**config.mk**
```make
export PLATFORM = sky130hd
export DESIGN_NAME = limem_op_sched
export DESIGN_NICKNAME = d
export VERILOG_FILES = /design/src/rtl/limem_op_sched.sv
export SDC_FILE = /design/constraint.sdc
export NUM_CORES = 1
export LEC_CHECK = 0
export CAP_MARGIN = 5
export CORE_MARGIN = 2
export CORE_UTILIZATION = 30
export CTS_CLUSTER_DIAMETER = 30
export DETAILED_ROUTE_END_ITERATION = 10
export PLACE_DENSITY = 0.67
export SYNTH_ARGS = -nofsm -noshare
export SYNTH_HDL_FRONTEND = slang
export SYNTH_SLANG_ARGS = --single-unit
```
**constraint.sdc**
```tcl
create_clock -name clk -period 1.8 [get_ports clk]
set_input_delay 0.27 -clock clk [delete_from_list [all_inputs] [get_ports clk]]
set_output_delay 0.27 -clock clk [all_outputs]
set_load 0.05 [all_outputs]
```
**src/rtl/limem_op_sched.sv**
```systemverilog
// Operation scheduler for a logic-in-memory register: round-robin arbitration
// between two requesters, one operation in flight, result held until consumed.
module limem_op_sched #(
  parameter int unsigned WIDTH = 8
) (
  input  logic             clk,
  input  logic             rst,
  input  logic             req0_valid,
  output logic             req0_ready,
  input  logic [2:0]       req0_op,
  input  logic [WIDTH-1:0] req0_data,
  input  logic             req1_valid,
  output logic             req1_ready,
  input  logic [2:0]       req1_op,
  input  logic [WIDTH-1:0] req1_data,
  output logic             resp_valid,
  input  logic             resp_ready,
  output logic             resp_id,
  output logic [WIDTH-1:0] resp_data,
  output logic             lim_force,
  output logic             lim_invert,
  output logic             lim_nand,
  output logic             lim_nxor,
  output logic [WIDTH-1:0] lim_in,
  input  logic [WIDTH-1:0] lim_out,
  output logic             busy
);

  localparam logic [1:0] ST_IDLE = 2'd0;
  localparam logic [1:0] ST_EXEC = 2'd1;
  localparam logic [1:0] ST_RESP = 2'd2;

  localparam logic [2:0] OP_SET  = 3'd0;
  localparam logic [2:0] OP_HOLD = 3'd1;
  localparam logic [2:0] OP_AND  = 3'd2;
  localparam logic [2:0] OP_NAND = 3'd3;
  localparam logic [2:0] OP_OR   = 3'd4;
  localparam logic [2:0] OP_NOR  = 3'd5;
  localparam logic [2:0] OP_XOR  = 3'd6;
  localparam logic [2:0] OP_XNOR = 3'd7;

  logic [1:0]       state_q, state_d;
  logic             last_q, last_d;
  logic [2:0]       op_q, op_d;
  logic [WIDTH-1:0] data_q, data_d;
  logic             id_q, id_d;
  logic             grant0, grant1;

  // last_q holds the index granted most recently; resetting it to 1 lets req0 win the first tie.
  always_comb begin
    grant0 = 1'b0;
    grant1 = 1'b0;
    if ((state_q == ST_IDLE) && !rst) begin
      if (req0_valid && (!req1_valid || last_q)) grant0 = 1'b1;
      else if (req1_valid)                       grant1 = 1'b1;
    end
  end

  always_comb begin
    state_d = state_q;
    last_d  = last_q;
    op_d    = op_q;
    data_d  = data_q;
    id_d    = id_q;
    case (state_q)
      ST_IDLE: begin
        if (grant0) begin
          state_d = ST_EXEC;
          last_d  = 1'b0;
          id_d    = 1'b0;
          op_d    = req0_op;
          data_d  = req0_data;
        end else if (grant1) begin
          state_d = ST_EXEC;
          last_d  = 1'b1;
          id_d    = 1'b1;
          op_d    = req1_op;
          data_d  = req1_data;
        end
      end
      ST_EXEC: state_d = ST_RESP;
      ST_RESP: if (resp_ready) state_d = ST_IDLE;
      default: state_d = ST_IDLE;
    endcase
  end

  always_ff @(posedge clk or posedge rst) begin
    if (rst) begin
      state_q <= ST_IDLE;
      last_q  <= 1'b1;
      op_q    <= '0;
      data_q  <= '0;
      id_q    <= 1'b0;
    end else begin
      state_q <= state_d;
      last_q  <= last_d;
      op_q    <= op_d;
      data_q  <= data_d;
      id_q    <= id_d;
    end
  end

  // Outside EXEC the register sees an OR with zero, which leaves it unchanged.
  always_comb begin
    lim_force  = 1'b0;
    lim_invert = 1'b1;
    lim_nand   = 1'b0;
    lim_nxor   = 1'b0;
    lim_in     = '0;
    if (state_q == ST_EXEC) begin
      lim_in = data_q;
      case (op_q)
        OP_SET:  begin lim_force = 1'b1; lim_invert = 1'b0; end
        OP_HOLD: lim_in = '0;
        OP_AND:  lim_nand = 1'b1;
        OP_NAND: begin lim_invert = 1'b0; lim_nand = 1'b1; end
        OP_OR:   lim_invert = 1'b1;
        OP_NOR:  lim_invert = 1'b0;
        OP_XOR:  lim_nxor = 1'b1;
        OP_XNOR: begin lim_invert = 1'b0; lim_nxor = 1'b1; end
        default: lim_in = '0;
      endcase
    end
  end

  assign req0_ready = grant0;
  assign req1_ready = grant1;
  assign resp_valid = (state_q == ST_RESP);
  assign resp_id    = resp_valid & id_q;
  assign resp_data  = lim_out;
  assign busy       = (state_q != ST_IDLE);

endmodule

```
==> results.json <==
{
  "num_rows": 20,
  "yosys.area.top_type": "dfrtp_1",
  "path_buf_inv": 1,
  "hold_viol_final": 0,
  "drt_iter0_drc": 30,
  "timing.final.crit_share_pct": 103,
  "place_hpwl_microns": 2350,
  "cellPowerDensity_mw_per_mm2": 1160,
  "ys_seq_elements": 15,
  "antenna_cells": 0,
  "avgViaCountPerCell": 5.13,
  "min_period_ns": 1.85,
  "finalWirelength_microns": 3030,
  "skew_ns": 0.00304,
  "cp_max_fo": 3,
  "hold_ws_ns": 0.339,
  "crit_path_start_kind": "flop",
  "drt_pass1_iterations": 4,
  "fmax_mhz": 539,
  "synth_top_area_share_pct": 35.5,
  "met1_length_microns": 1280,
  "syn-cell-area_sq_um": 986,
  "clkSlewWorstSetupHoldPaths_ns": 0.09,
  "crit_path_top_delay_cell": "dfrtp_1",
  "max-cap-violations": 0,
  "wl_met3_microns": 202,
  "fin_cells": 205,
  "cp-end-kind": "output port",
  "port_buffers": 43,
  "grt_pass1_wl_microns": 4750,
  "crit_family": "simple AND/OR/NAND/NOR gates",
  "critPathMaxStageDelay_ns": 0.41,
  "ios": 60,
  "grt_max_degree": 16,
  "syn_area_per_cell_sq_um": 8.65,
  "cts_buffer_depth": 2,
  "arrival_ns": 1.58,
  "final_common_cell": "clkdlybuf4s50_1",
  "slew_headroom_pct": 59.6,
  "postRouteAntennaNets": 0,
  "fin_ws_ns": -0.0536,
  "mappedNetlistNets": 149,
  "routed.top_layer": "met4",
  "nets": 197,
  "post_drt_wl_per_cell_microns": 14.8,
  "syn_inst": 114,
  "antenna_found_initial": 0,
  "ys_warn_count": 0,
  "grt_overflow": 0,
  "required_ns": 1.53,
  "routabilityCongestion": 0.744,
  "final_cell_mix": "clkdlybuf4s50_1, buf_4, buf_12",
  "numCtsBuffers": 3,
  "clock-sinks": 15,
  "clk_latency_ns": 0.28,
  "place_inst": 199,
  "die-area_sq_mm": 0.00376,
  "ir_worst_vdd_mv": 0.422,
  "wl_met2_microns": 1510,
  "grt.total_usage_pct": 17.4,
  "criticalPathCategory": "reg -> out",
  "rsz0062_at_grt": "true",
  "finalMaxSlewViolations": 0,
  "design.core.area_sq_mm": 0.00308,
  "cts_tree": "yes",
  "die_y_microns": 61.3,
  "crit_path_cell_trace": "or3_4 -> nor3_4 -> nor2_4 -> buf_12",
  "tightestPinTransition_ns": 0.606,
  "drcViolationCount": 0,
  "die_x_microns": 61.3,
  "vias": 1052,
  "initial_core_util_pct": 32.0,
  "synth.area.top_cells": "dfrtp_1, o31ai_1, a21oi_1",
  "hold_path.class": "in -> async",
  "violations": "negative setup slack",
  "ys_types": 26,
  "root_buffer": "clkbuf_4",
  "drive_above_1_share_pct": 34.8,
  "area_growth_pct": 75.8,
  "finalSetupViolations": 10,
  "p_leak_nw": 0.694,
  "ys_seq_area_share_pct": 38.2,
  "h-tree-depth": 1,
  "status": "complete, but fails checks",
  "cts_hold_buffers": 0,
  "grt_pass1_vias": 999
}
worst reg2reg max path, delay by kind of cell, from the launching register on:
kind | cells | cell delay (ns)
buf+inv | 1 | 0.19
compound gates | 2 | 0.40
simple gates | 1 | 0.40
flops | 1 | 0.41
timing repair:
item,4_1_cts,5_1_grt
setup endpoints to repair,10,13
setup buffers,2,0
resized for setup,10,1
cloned,0,0
pin swaps,9,0
synthesized netlist by cell type (all sizes together):
cell type	n
nand4	11
a31oi	11
nor3	2
buf	13
clkbuf	4
nor2b	2
or2	2
nor2	5
nor4	1
nand2	3
o31ai	11
dfstp	1
and2	10
o21ai	1
and3	1
or2b	1
xor2	1
a21oi	14
dfrtp	14
inv	3
nand2b	2
or3	1
per-stage QoR:
step	power [mW]	worst slack (ns)	setup TNS, ns	utilization [%]	area, sq um
after floorplan	1.28	-0.0473	-0.0473	-	1020
after global placement	1.75	-0.0909	-0.152	54.2	1670
after detailed placement	1.77	-0.112	-0.234	54.2	1670
after CTS	2.02	-0.0680	-0.251	56.2	1730
after global routing	2.14	-0.131	-0.956	56.3	1730
final	2.01	-0.0536	-0.103	56.3	1730
sequential cells by signal (all words and copies together), names as in the netlist:
name / count
op_q: 3
last_q: 1
data_q: 8
id_q: 1
state_q: 2
where the power goes:
part | total, mW | internal [mW] | switching (mW)
Clock | 0.192 | 0.0858 | 0.106
Combinational | 1.21 | 0.577 | 0.636
Sequential | 0.607 | 0.486 | 0.121
Total | 2.01 | 1.15 | 0.863
worst paths after layout:
| path | startpoint | cells past startpoint | end | slack, ns |
|---|---|---|---|---|
| worst max-delay path | state_q[0]$_DFFE_PP0P_ | 4 | req1_ready | -0.05 |
| worst min-delay path | rst | 3 | op_q[2]$_DFFE_PP0P_ | 0.34 |
| worst max register to register | state_q[0]$_DFFE_PP0P_ | 4 | data_q[1]$_DFFE_PP0P_ | 0.29 |
| worst min register to register | id_q$_DFFE_PP0P_ | 2 | id_q$_DFFE_PP0P_ | 0.51 |
| max in group asynchronous | rst | 3 | state_q[1]$_DFFE_PP0P_ | 1.03 |
| min in group clk | id_q$_DFFE_PP0P_ | 2 | id_q$_DFFE_PP0P_ | 0.51 |
layout make-up:
| type | instances | area (sq um) |
|---|---|---|
| Fill cell | 277 | 1350 |
| Clock buffer | 4 | 26.3 |
| Timing Repair Buffer | 60 | 714 |
| Multi-Input combinational cell | 79 | 548 |
| Inverter | 3 | 11.3 |
| Tap cell | 44 | 55.1 |
| Sequential cell | 15 | 378 |
logic make-up (layout without fill, tap and decap cells):
family / count (synthesis) / count (layout) / share of synthesized area [%]
compound gates: 37 / 37 / 23.5
xor+xnor: 1 / 1 / 0.888
flops: 15 / 15 / 38.2
simple gates: 41 / 41 / 25.5
buf+inv: 20 / 67 / 11.9
per-layer routing:
| layer | up-vias | global-route usage, % |
|---|---|---|
| met1 | 497 | 22.4 |
| met3 | 2 | 2.94 |
| met5 | - | 0 |
| li1 | 507 | - |
| met4 | 0 | 6.52 |
| met2 | 46 | 29.0 |
(Power assumes the default switching activity.)
